**src/rtl/priority_enc8_3_pkg.sv**
```systemverilog
// -----------------------------------------------------------------------------
// priority_enc8_3_pkg
//   Shared constants for the 8-to-3 priority encoder: the encoded index width
//   and the index value of each request line.
// -----------------------------------------------------------------------------
package priority_enc8_3_pkg;

    localparam int ENC_W = 3;

    localparam logic [ENC_W-1:0] IDX_0 = 3'd0;
    localparam logic [ENC_W-1:0] IDX_1 = 3'd1;
    localparam logic [ENC_W-1:0] IDX_2 = 3'd2;
    localparam logic [ENC_W-1:0] IDX_3 = 3'd3;
    localparam logic [ENC_W-1:0] IDX_4 = 3'd4;
    localparam logic [ENC_W-1:0] IDX_5 = 3'd5;
    localparam logic [ENC_W-1:0] IDX_6 = 3'd6;
    localparam logic [ENC_W-1:0] IDX_7 = 3'd7;

endpackage : priority_enc8_3_pkg

```
**src/rtl/priority_enc8_3_enc4_2.sv**
```systemverilog
// -----------------------------------------------------------------------------
// priority_enc8_3_enc4_2
//   Purely combinational 4-to-2 priority encoder (bit 3 highest priority)
//   with a group-active flag. Used twice by priority_enc8_3, once for each
//   nibble of request lines.
//
// Ports
//   req_i [3:0]  request lines, bit 3 has the highest priority
//   idx_o [1:0]  index of the highest set request (00 when none are set)
//   act_o        at least one request line is set
// -----------------------------------------------------------------------------
module priority_enc8_3_enc4_2 (
    input  logic [3:0] req_i,
    output logic [1:0] idx_o,
    output logic       act_o
);

    assign idx_o[1] = req_i[3] | req_i[2];
    // Bit 1 only wins when bit 2 is not set, since bit 2 would claim idx 10.
    assign idx_o[0] = req_i[3] | (~req_i[2] & req_i[1]);
    assign act_o    = req_i[3] | req_i[2] | req_i[1] | req_i[0];

endmodule : priority_enc8_3_enc4_2

```
**src/rtl/priority_enc8_3.sv**
```systemverilog
// -----------------------------------------------------------------------------
// priority_enc8_3
//   8-to-3 priority encoder with enable and registered outputs. I7 has the
//   highest priority. The index of the highest set request and a valid flag
//   appear one clock after the inputs are sampled; there is no combinational
//   path from inputs to outputs.
//
// Ports
//   clk          system clock, rising edge
//   rst          synchronous active-high reset, clears all outputs
//   en           encoder enable; when low the outputs capture 000 / V=0
//   I7..I0       request lines (I7 highest priority)
//   O2,O1,O0     registered encoded index (O2 is the MSB)
//   V            registered valid: en was high and some request was set
// -----------------------------------------------------------------------------
module priority_enc8_3
    import priority_enc8_3_pkg::*;
(
    input  logic clk,
    input  logic rst,
    input  logic en,
    input  logic I7,
    input  logic I6,
    input  logic I5,
    input  logic I4,
    input  logic I3,
    input  logic I2,
    input  logic I1,
    input  logic I0,
    output logic O2,
    output logic O1,
    output logic O0,
    output logic V
);

    logic [1:0]       up_idx;
    logic [1:0]       lo_idx;
    logic             up_act;
    logic             lo_act;

    logic [ENC_W-1:0] idx_d;
    logic [ENC_W-1:0] idx_q;
    logic             v_d;
    logic             v_q;

    priority_enc8_3_enc4_2 u_upper (
        .req_i ({I7, I6, I5, I4}),
        .idx_o (up_idx),
        .act_o (up_act)
    );

    priority_enc8_3_enc4_2 u_lower (
        .req_i ({I3, I2, I1, I0}),
        .idx_o (lo_idx),
        .act_o (lo_act)
    );

    // Any request in the upper nibble outranks the whole lower nibble, so
    // the upper group-active flag is both the index MSB and the select for
    // the two low index bits.
    assign idx_d[2]   = en & up_act;
    assign idx_d[1:0] = {2{en}} & (up_act ? up_idx : lo_idx);
    assign v_d        = en & (up_act | lo_act);

    always_ff @(posedge clk) begin
        if (rst) begin
            idx_q <= '0;
            v_q   <= 1'b0;
        end else begin
            idx_q <= idx_d;
            v_q   <= v_d;
        end
    end

    assign O2 = idx_q[2];
    assign O1 = idx_q[1];
    assign O0 = idx_q[0];
    assign V  = v_q;

endmodule : priority_enc8_3

```
**config.mk**
```make
export PLATFORM = sky130hd
export DESIGN_NAME = priority_enc8_3
export DESIGN_NICKNAME = d
export VERILOG_FILES = /design/src/rtl/priority_enc8_3_pkg.sv /design/src/rtl/priority_enc8_3_enc4_2.sv /design/src/rtl/priority_enc8_3.sv
export SDC_FILE = /design/constraint.sdc
export NUM_CORES = 1
export LEC_CHECK = 0
export ABC_AREA = 0
export CAP_MARGIN = 30
export CORE_AREA = 10 10 47 49
export CTS_CLUSTER_DIAMETER = 100
export DETAILED_ROUTE_END_ITERATION = 16
export DIE_AREA = 0 0 57 59
export SLEW_MARGIN = 20
export SYNTH_ARGS = -nofsm -noshare
export SYNTH_HDL_FRONTEND = slang
export SYNTH_SLANG_ARGS = --single-unit
```
**constraint.sdc**
```tcl
create_clock -name clk -period 0.8 [get_ports clk]
set_input_delay 0.16 -clock clk [delete_from_list [all_inputs] [get_ports clk]]
set_output_delay 0.16 -clock clk [all_outputs]
set_load 0.05 [all_outputs]
```
==> results of run 1 <==
==> layout by cell type (no fill, tap or decap) <==
cell	n
or2b_1	1
clkdlybuf4s50_1	2
nand2b_4	1
a21oi_1	3
o21ai_0	1
nor2_1	3
buf_4	1
inv_1	2
dlymetal6s2s_1	2
dlygate4sd2_1	4
a211oi_2	1
nor4_2	1
a21oi_2	1
nor4_4	1
buf_12	4
clkbuf_4	3
dfxtp_2	4
clkdlybuf4s15_1	2
==> per-layer routing <==
layer  GRT usage  share of wire  vias to the layer above
met1     0.01887           0.33                       87
met5           0              0                        -
li1            -              -                      102
met3     0.01717          0.095                        0
met4     0.05034              0                        0
met2     0.05891           0.58                        8
==> cell type report <==
type                       count  area (sq um)  area share
multi-input combinational     13         107.6      0.2500
timing repair buffer          15         187.7      0.4360
clock buffer                   3         22.52     0.05233
sequential                     4         85.08      0.1977
inverter                       2         7.507     0.01744
tap                           16         20.02     0.04651
==> sequential cells by signal, summed over array words and instances (netlist names) <==
name   flops
V          1
idx_q      3
==> worst max-delay path by stage <==
| stage | startpoint | slack (ns) | endpoint |
|---|---|---|---|
| 3_5_place_dp | I4 | -0.44 | idx_q[0] |
| 2_1_floorplan | idx_q[0] | 0.05 | O0 |
| 4_1_cts | idx_q[0] | -0.07 | O0 |
| 5_1_grt | idx_q[0] | -0.07 | O0 |
| 6_report | idx_q[0] | -0.05 | O0 |
| 3_3_place_gp | I4 | -0.44 | idx_q[0] |
==> through the flow <==
step                area, sq um  utilization  TNS [ns]
global placement          371.6       0.2652    -1.455
floorplan                 163.9            -         0
detailed placement        371.6       0.2652    -1.486
finish                    430.4       0.3071   -0.2014
CTS                       419.2       0.2991   -0.2540
global route              430.4       0.3071   -0.2744
==> Yosys cell counts (all sizes together) <==
library cell / n
nor4: 2
o21ai: 1
nor2: 3
dfxtp: 4
nand2b: 1
or2b: 1
a21oi: 4
a211oi: 1
inv: 2
==> logic make-up after synthesis <==
logic type      Yosys count
compound gates            6
buf+inv                   2
flops                     4
simple gates              7
==> report_power, final <==
group / internal [mW] / switching, mW / leakage (nW)
clock: 0.167 / 0.0737 / 0.0138
sequential: 0.214 / 0.00867 / 0.0344
combinational: 0.0940 / 0.0825 / 0.146
total: 0.476 / 0.165 / 0.194
==> repair_timing <==
item                       CTS  global route
pin swaps                    3             3
gates resized for setup     14             5
setup endpoints to repair    7             7
hold endpoints to repair     0             0
buffers inserted             0             0
==> impl_metrics.ini, run 1 <==
[floorplan]
die_x_um = 57
io_pins = 15
rows = 14
initial_core_util = 0.1170
die_area_sq_mm = 0.003363
die_height_um = 59
core-area_sq_mm = 0.001401

[finish]
layout.filler_cells = 151
drive_above_1_share = 0.4595
n_antenna_cell = 0
instances_no_fill = 53
fin_nets = 50
synthToLayoutAreaGrowth_pct = 162.6

[logic_synthesis]
synthesis.area_sq_um = 163.9
synthMuxAreaShare = 0
synth-seq-cells = 4
synth_fa_ha_area_frac = 0
synth_fp_nets = 30
synthDistinctLibCells = 10
synth_largest_area_cell = dfxtp_1
synth_compound_gate_area_share = 0.1985
synthXorXnorAreaFrac = 0
synth-seq-area-share = 0.4885
synthTopCellsByArea = dfxtp_1 49%, a21oi_1 12%, nor4_2 7.6%
synth_top_family_by_area = simple AND/OR/NAND/NOR gates
synth-simple-area-share = 0.2672
yosys_warnings = 0
synthCells = 19
synth_top_cell_area_share = 0.4885
synth_area_per_cell_sq_um = 8.627

[timing]
max_freq_mhz = 1173
finalCritPeriodShare = 1.066
setup_viol = 4
holdWs_ns = 0.2880
finalCriticalPeriod_ns = 0.8526
slew-limit-headroom = 0.8126
maxSlewViolCount = 0
setup_ws_ns = -0.05259
finalHoldViolations = 0
rsz0062_at_grt = true
worst_pin_slew_ns = 0.2790

[critical_path]
critical-path-max-stage-delay_ns = 0.33
path_cells = buf_12
worstPathMaxFanout = 1
crit_arrival_ns = 0.69
cp_num_buf_inv = 1
cp-end-kind = output pin
crit_type = reg2out
cp.depth = 1
crit_path_top_delay_cell = dfxtp_2
cp.required_ns = 0.64
crit_family = flip-flops
crit_path_start_kind = flip-flop

[routing]
drtIter0Drc = 1
antenna_left = 0
wire_per_inst_um = 10.57
drcViolationCount = 0
wl_um = 560
vias = 197
viasPerCell = 3.717
drt_pre_antenna_iters = 2

[placed_design]
port-buffer-count = 14
gp_congestion = 0.7413
place_inst = 50
pre_cts_ws_ns = -0.4406

[cts]
clk_pin_slew_worst_paths_ns = 0.04
cts_buffer_depth = 2
ctsHoldBuffers = 0
htree_levels = 1
cts_tree = done
clock_sinks = 4
cts_root_buf = clkbuf_4
cts_made_buffers = 3

[run_status]
status = finished, violations left
violations = negative setup slack

[worst_hold_path]
hold_class = in2reg
hold_end = V
holdPathStages = 3
hp-start = I1

[global_routing]
first_global_vias = 247
antenna_found_initial = 0
grt_max_degree = 5
grt_usage = 0.03319
grt_pass1_wl_um = 862
grt_overflow = 0

[power]
p_leak_nw = 0.1938
peakVddDrop_mv = 0.3758
p_per_area_mw_per_mm2 = 1488
power_mw = 0.6405

[flow_run]
maxCapViolCount = 0
(Power assumes the default switching activity.)
==> inputs of run 2 (changes only) <==
- CORE_AREA: 10 10 47 49 -> 2 2 39 41
- DIE_AREA: 0 0 57 59 -> 0 0 41 43
==> run 2 against run 1 <==
- the flow still finishes with violations (negative setup slack)
- first-iteration DRC count decreased by 100%
- sequential power about the same
- non-clock buffer count is 1 higher
- flip-flop and latch count unchanged
- sequential share of layout area decreased by 0.45 points
- largest cell class unchanged
==> impl_metrics.ini, run 2 (synthesis results as in run 1) <==
[critical_path]
cp_num_buf_inv = 1
critical-path-max-stage-delay_ns = 0.33
cp.required_ns = 0.64
crit_path_top_delay_cell = dfxtp_2
cp-end-kind = output pin
worstPathMaxFanout = 1
crit_arrival_ns = 0.69
crit_type = reg2out
crit_path_start_kind = flip-flop
path_cells = buf_12
crit_family = flip-flops

[global_routing]
first_global_vias = 216
grt_pass1_wl_um = 752
grt_usage = 0.06627
grt_overflow = 0
antenna_found_initial = 0
grt_max_degree = 5

[worst_hold_path]
hold_class = in2reg

[floorplan]
die_height_um = 43
core-area_sq_mm = 0.001384
initial_core_util = 0.1184
die_area_sq_mm = 0.001763
io_pins = 15
die_x_um = 41
rows = 14

[placed_design]
place_inst = 51
dpl_cell_area_sq_um = 379.1
gp_congestion = 0.6069
dp_hpwl_um = 355.9
port-buffer-count = 14

[power]
p_leak_nw = 0.2068
p_per_area_mw_per_mm2 = 1473
peakVddDrop_mv = 0.3221
power_mw = 0.6486

[routing]
wire_per_inst_um = 8.537
viasPerCell = 3.833
highest_layer = met3
drt_pre_antenna_iters = 1
vias = 207
dr_wl_met2_um = 277
drtIter0Drc = 0
drcViolationCount = 0
drt-met1-wl_um = 156
wl_um = 461
antenna_left = 0
wl_met3_um = 28

[cts]
cts_root_buf = clkbuf_4
cts_setup_buffers = 0
ctsHoldBuffers = 0
clock_sinks = 4
htree_levels = 1
cts_made_buffers = 3
clk_pin_slew_worst_paths_ns = 0.04
cts_buffer_depth = 2
cts_tree = done

[timing]
maxSlewViolCount = 0
setup_ws_ns = -0.05131
finalCriticalPeriod_ns = 0.8513
finalHoldViolations = 0
setup_viol = 4
rsz0062_at_grt = true
finalCritPeriodShare = 1.064
worst_pin_slew_ns = 0.2812
slew-limit-headroom = 0.8111
max_freq_mhz = 1175
holdWs_ns = 0.2199

[run_status]
status = finished, violations left
violations = negative setup slack

[finish]
instances_no_fill = 54
regMostFlops = idx_q
largest_reg_flops = 3
mostFrequentLayoutCells = 4 x dfxtp_2, 4 x buf_12
drive_above_1_share = 0.5263
synthToLayoutAreaGrowth_pct = 168.7
final_cell_area_sq_um = 440.4
fin_nets = 51
layout.filler_cells = 150
n_antenna_cell = 0

[flow_run]
maxCapViolCount = 0
[run 2: changes by cell type in the layout (fill, tap and decap cells not counted), sizes merged]
| cell | change |
|---|---|
| dlymetal6s2s | +1 |
| clkdlybuf4s50 | -1 |
| buf | +1 |
| clkbuf | +1 |
| dlygate4sd2 | -1 |
[run 2: layer usage]
layer  GRT usage  vias to the layer above
met4     0.08000                        0
met5           0                        -
met2      0.1156                        8
met3           0                        0
li1            -                      104
met1     0.05466                       95
[run 2: through the flow]
step	setup TNS (ns)	util	setup WS [ns]
after floorplan	0	-	0.05267
after global placement	-1.526	0.2740	-0.4571
after detailed placement	-1.544	0.2740	-0.4868
after CTS	-0.2514	0.3056	-0.06500
after global routing	-0.2615	0.3183	-0.07198
final	-0.1942	0.3183	-0.05131
[run 2: power breakdown]
group / leakage (nW) / internal, mW / switching (mW)
Sequential: 0.0344 / 0.214 / 0.00844
Combinational: 0.159 / 0.0969 / 0.0848
Clock: 0.0138 / 0.167 / 0.0767
Total: 0.207 / 0.479 / 0.170
[run 2: path summary, 6_finish.rpt]
| path | start | end | slack, ns | cells past startpoint |
|---|---|---|---|---|
| hold / removal | I4 | idx_q[2] | 0.22 | 3 |
| setup / recovery | V | V | -0.05 | 1 |
[run 2: layout make-up]
| cell class | instances | area, sq um | share of cell area |
|---|---|---|---|
| inverters | 2 | 7.507 | 0.01705 |
| clock buffers | 3 | 22.52 | 0.05114 |
| repair buffers | 16 | 193.9 | 0.4403 |
| flip-flops and latches | 4 | 85.08 | 0.1932 |
| well taps | 16 | 20.02 | 0.04545 |
| multi-input cells | 13 | 111.4 | 0.2528 |
[run 2: repair_timing]
| action | CTS | global route |
|---|---|---|
| pin swaps | 2 | 5 |
| gates resized for setup | 14 | 11 |
| setup endpoints to repair | 7 | 7 |
==> RTL change 1: new RTL, flow settings as in run 2 <==
Make the reset (`rst`) asynchronous in one clocked block. Comments in the files are not updated.
--- a/src/rtl/priority_enc8_3.sv
+++ b/src/rtl/priority_enc8_3.sv
@@ -63,5 +63,5 @@
     assign v_d        = en & (up_act | lo_act);
 
-    always_ff @(posedge clk) begin
+    always_ff @(posedge clk or posedge rst) begin
         if (rst) begin
             idx_q <= '0;
Function: differs if rst is asserted again (counterexample within 4 cycles, from zero or initial values and one cycle with rst high); with rst held inactive, the same outputs for 10 cycles.
==> RTL change 1 against run 2 <==
  * The flow still finishes with violations (negative setup slack)
  * Total power rose by 5.3%
  * Sequential cell count is the same
  * Die area is the same
  * Non-clock buffer count up 3
  * Routed wire length increased by 5.0%
  * Worst setup slack got worse by 78 ps
  * Clock power is essentially flat
  * Synthesized area up 14%
  * Final area is 8.0% higher
  * Highest routed layer unchanged
==> RTL change 1: results (changes against run 2) <==
[clock_network]
clock-root-buffer=clkbuf_4

[worst_setup_path]
worstPathArrival_ps=770  ; +80 ps
slowest_stage=dfrtp_1

[logic_synthesis]
synthesis.nets=27  ; -10%
synth_cell_types=12  ; +2
netlist_instances=16  ; -3
synthTopCellsByCount=dfrtp_1, inv_1
synth_ff_type=dfrtp_1
ys_seq_area_frac=0.5369  ; +0.04836
synthArstFlopShare=1.000  ; +1.000
synth.area.top_cells=dfrtp_1, nor4_2, o221a_2

[run_status]
violations=negative setup slack
status=complete, but fails checks

[place]
placed_area_um2=425.4  ; +12%

[pwr]
peakVddDrop_mv=0.3722  ; +16%
p_leak_nw=0.2119  ; +2.5%

[timing]
slew_headroom=0.8191  ; +0.008017
finalHoldWorstSlack_ps=115.3  ; -104.6 ps
layout_setup_ws_ps=-128.9  ; -77.57 ps
finalSetupViolations=6  ; +2
fin_setup_tns_ps=-657.1  ; -462.9 ps

[detailed_routing]
wl_met2_um=227  ; -18%
dr_wl_met3_um=57  ; +100%
wl_um=484  ; +5.0%

[grt]
grt_pass1_wl_um=890  ; +18%
met2_usage=0.1063  ; -0.009375
grt_use_met1=0.08738  ; +0.03272

[hold_path]
hp-class=in -> async

[finish]
largest_register_ffs=3  ; unchanged

-- RTL change 1: cell count changes after synthesis --
cell	run 2	this run
dfrtp_1	0	4
dfxtp_1	4	0
a21oi_1	4	1
nor2_1	3	1
a211oi_1	1	0
and2b_2	0	1
nor2b_1	0	1
nor3_1	0	1
nor4_1	1	0
o21ai_0	1	0
o221a_2	0	1
o31a_1	0	1
o41a_1	0	1
or2b_1	1	0
-- RTL change 1: what timing repair did --
| item | in CTS | in global routing |
|---|---|---|
| gates resized for setup | 25 | 0 |
| pin swaps | 2 | 2 |
| endpoints found under the setup margin | 8 | 6 |
| endpoints found under the hold margin | 0 | 0 |
| buffers inserted | 1 | 0 |
-- RTL change 1: cell families (layout without fill, tap and decap cells) --
group	count (synthesis)	in the layout	synth area share
and+or+nand+nor	6	6	0.2282
AOI/OAI and AO/OA	4	4	0.1946
DFF	4	4	0.5369
buffers and inverters	2	24	0.04028
-- RTL change 1: how the worst max path moves through the flow --
stage	start	to	slack, ps	depth (start not counted)
CTS	idx_q[0]	O0	-140	1
finish	idx_q[0]	O0	-130	1
global route	idx_q[1]	O1	-160	1
global placement	I5	V	-680	4
detailed placement	I5	V	-680	4
floorplan	I5	V	-120	3
-- RTL change 1: cell type report --
type / instances / area [um^2]
clock buffer: 3 / 22.52
fill: 141 / 908.4
inverter: 2 / 7.507
multi-input combinational: 10 / 103.9
sequential: 4 / 100.1
tap: 16 / 20.02
timing repair buffer: 19 / 221.5
-- RTL change 1: report_power, final --
part	leakage, nW	internal, mW	switching [mW]	total (mW)
logic	0.150	0.123	0.0901	0.213
registers	0.0481	0.216	0.00995	0.226
clock network	0.0138	0.167	0.0765	0.244
total	0.212	0.507	0.177	0.683
==> RTL change 2: new RTL, flow settings as in run 2 <==
Made on the original files. Put a register stage on the outputs `O2`, `O1` and `O0`, without a reset. The values now appear one clock later. The other outputs are not delayed to match. Comments in the files are not updated.
--- a/src/rtl/priority_enc8_3.sv
+++ b/src/rtl/priority_enc8_3.sv
@@ -73,7 +73,9 @@
     end
 
-    assign O2 = idx_q[2];
-    assign O1 = idx_q[1];
-    assign O0 = idx_q[0];
+    always_ff @(posedge clk) begin
+        O2 <= idx_q[2];
+        O1 <= idx_q[1];
+        O0 <= idx_q[0];
+    end
     assign V  = v_q;
 
Check against the original RTL: not equivalent (Yosys sat finds a counterexample within 4 cycles, from zero or initial values and one cycle with rst high).
==> RTL change 2 against run 2 <==
  * The flow still finishes with violations (negative setup slack)
  * Worst setup slack worse by 16 ps
  * Total power grew 34%
  * Critical path depth did not move
  * Die area unchanged
  * Non-clock buffer count stayed put
  * Final area increased by 12%
  * Synthesized area increased by 37%
  * Clock power increased by 25%
  * Sequential cell count increased by 3
  * Routed wire length rose by 7.4%
==> RTL change 2: results (changes against run 2) <==
[finish]
drive_above_1_share=0.4048  ; -0.1216
regMostFlops=idx_q
largest_register_ffs=3  ; unchanged
stdcell_count=58  ; +7.4%
num_antenna_cells=0  ; unchanged
fill_cells=144  ; -4.0%

[detailed_routing]
first_iter_violations=0  ; unchanged
dr.pass1.iters=1  ; unchanged
vias_per_cell=3.845  ; +0.30%
wl_um=495  ; +7.4%

[worst_setup_path]
worstPathArrival_ps=710  ; +20 ps
slowest_stage=dfxtp_2
critPathTopFamily=flip-flops
critPathMaxStageDelay_ps=330  ; about the same

[clock_network]
clockBufferDepth=2  ; unchanged
worstSkewPairLatency_ps=240
cts_setup_buffers=0  ; unchanged
clkTransAtPathRegs_ps=50
h-tree-depth=1  ; unchanged

[grt]
busiest_layer=met2
grt_start_max_net_pins=5  ; unchanged
antenna_found_initial=0  ; unchanged
met2_usage=0.1281  ; +0.01250
grt_use_met1=0.06149  ; +0.006826
grt_pass1_vias=226  ; +4.6%
grt_util_met3=0.01571  ; +0.01571
track_usage=0.07847  ; +0.01221
grt_pass1_wl_um=828  ; +10%

[logic_synthesis]
avgSynthCellArea_um2=10.18  ; +18%
synth_compound_area_frac=0.1453  ; -0.05322
ys_seq_area_frac=0.6257  ; +0.1371
synth_fa_ha_area_frac=0  ; unchanged
synthArstFlopShare=0  ; unchanged
synthMuxAreaShare=0  ; unchanged
synth.area.top_cells=dfxtp_1, a21oi_1, nor4_2
synth_cell_types=10  ; unchanged
synthesis.nets=33  ; +10%
synth_ff_type=dfxtp_1
synth_xor_area_frac=0  ; unchanged
synthTopCellsByCount=dfxtp_1, a21oi_1, nor2_1

[place]
dp_cells=54  ; +5.9%
hpwlAfterDp_um=350.6  ; -1.5%
globalplace.congestion=0.6612  ; +8.9%
portBuffers=14  ; unchanged
placed_area_um2=439.2  ; +16%

[timing]
layout_setup_ws_ps=-66.93  ; -15.62 ps
worst_pin_slew_ps=264.5  ; -16.74 ps
finClkSkew_ps=3.468
finalSetupViolations=4  ; unchanged
fin_setup_tns_ps=-258.3  ; -64.08 ps

[run_status]
violations=negative setup slack
status=complete, but fails checks

[hold_path]
hp-class=in -> reg

[pwr]
p_leak_nw=0.2144  ; +3.7%
peakVddDrop_mv=0.4695  ; +46%

## RTL change 2: per-layer routing
layer  vias to the layer above  wire length [um]
met3                         0                29
li1                        115                 -
met5                         -                 0
met4                         0                 0
met2                         9               301
met1                        99               165
## RTL change 2: worst paths after layout
check,endpoint,cells past startpoint,startpoint,slack (ps)
setup / recovery,V,1,V,-70
hold reg to reg,O2,0,idx_q[2],320
hold / removal,V,3,I1,270
setup reg to reg,O0,0,idx_q[0],410
## RTL change 2: logic make-up (layout without fill, tap and decap cells)
logic type,Yosys count,count (layout)
DFF,7,7
and+or+nand+nor,7,7
AOI/OAI and AO/OA,6,6
buffers and inverters,2,22
## RTL change 2: per-stage QoR
step / util / worst slack [ps]
2_1_floorplan: - / 52.67
3_3_place_gp: 0.3174 / -444.1
3_5_place_dp: 0.3174 / -465.0
4_1_cts: 0.3481 / -79.69
5_1_grt: 0.3571 / -94.52
6_report: 0.3571 / -66.93
## RTL change 2: cell type report
class | count | share of cell area
Multi-Input combinational cell | 13 | 0.2076
Sequential cell | 7 | 0.2937
Clock buffer | 4 | 0.05316
Tap cell | 16 | 0.04051
Timing Repair Buffer | 16 | 0.3899
Inverter | 2 | 0.01519
## RTL change 2: power breakdown
part           internal (mW)  leakage [nW]  switching (mW)  total [mW]
sequential             0.372        0.0593         0.00973       0.381
combinational         0.0970         0.140          0.0823       0.179
clock                  0.189        0.0150           0.116       0.305
total                  0.658         0.214           0.208       0.866
## RTL change 2: timing repair
item                                    in CTS  in global routing
gates resized for setup                     13                  4
pin swaps                                    3                  2
endpoints found under the setup margin       7                  6
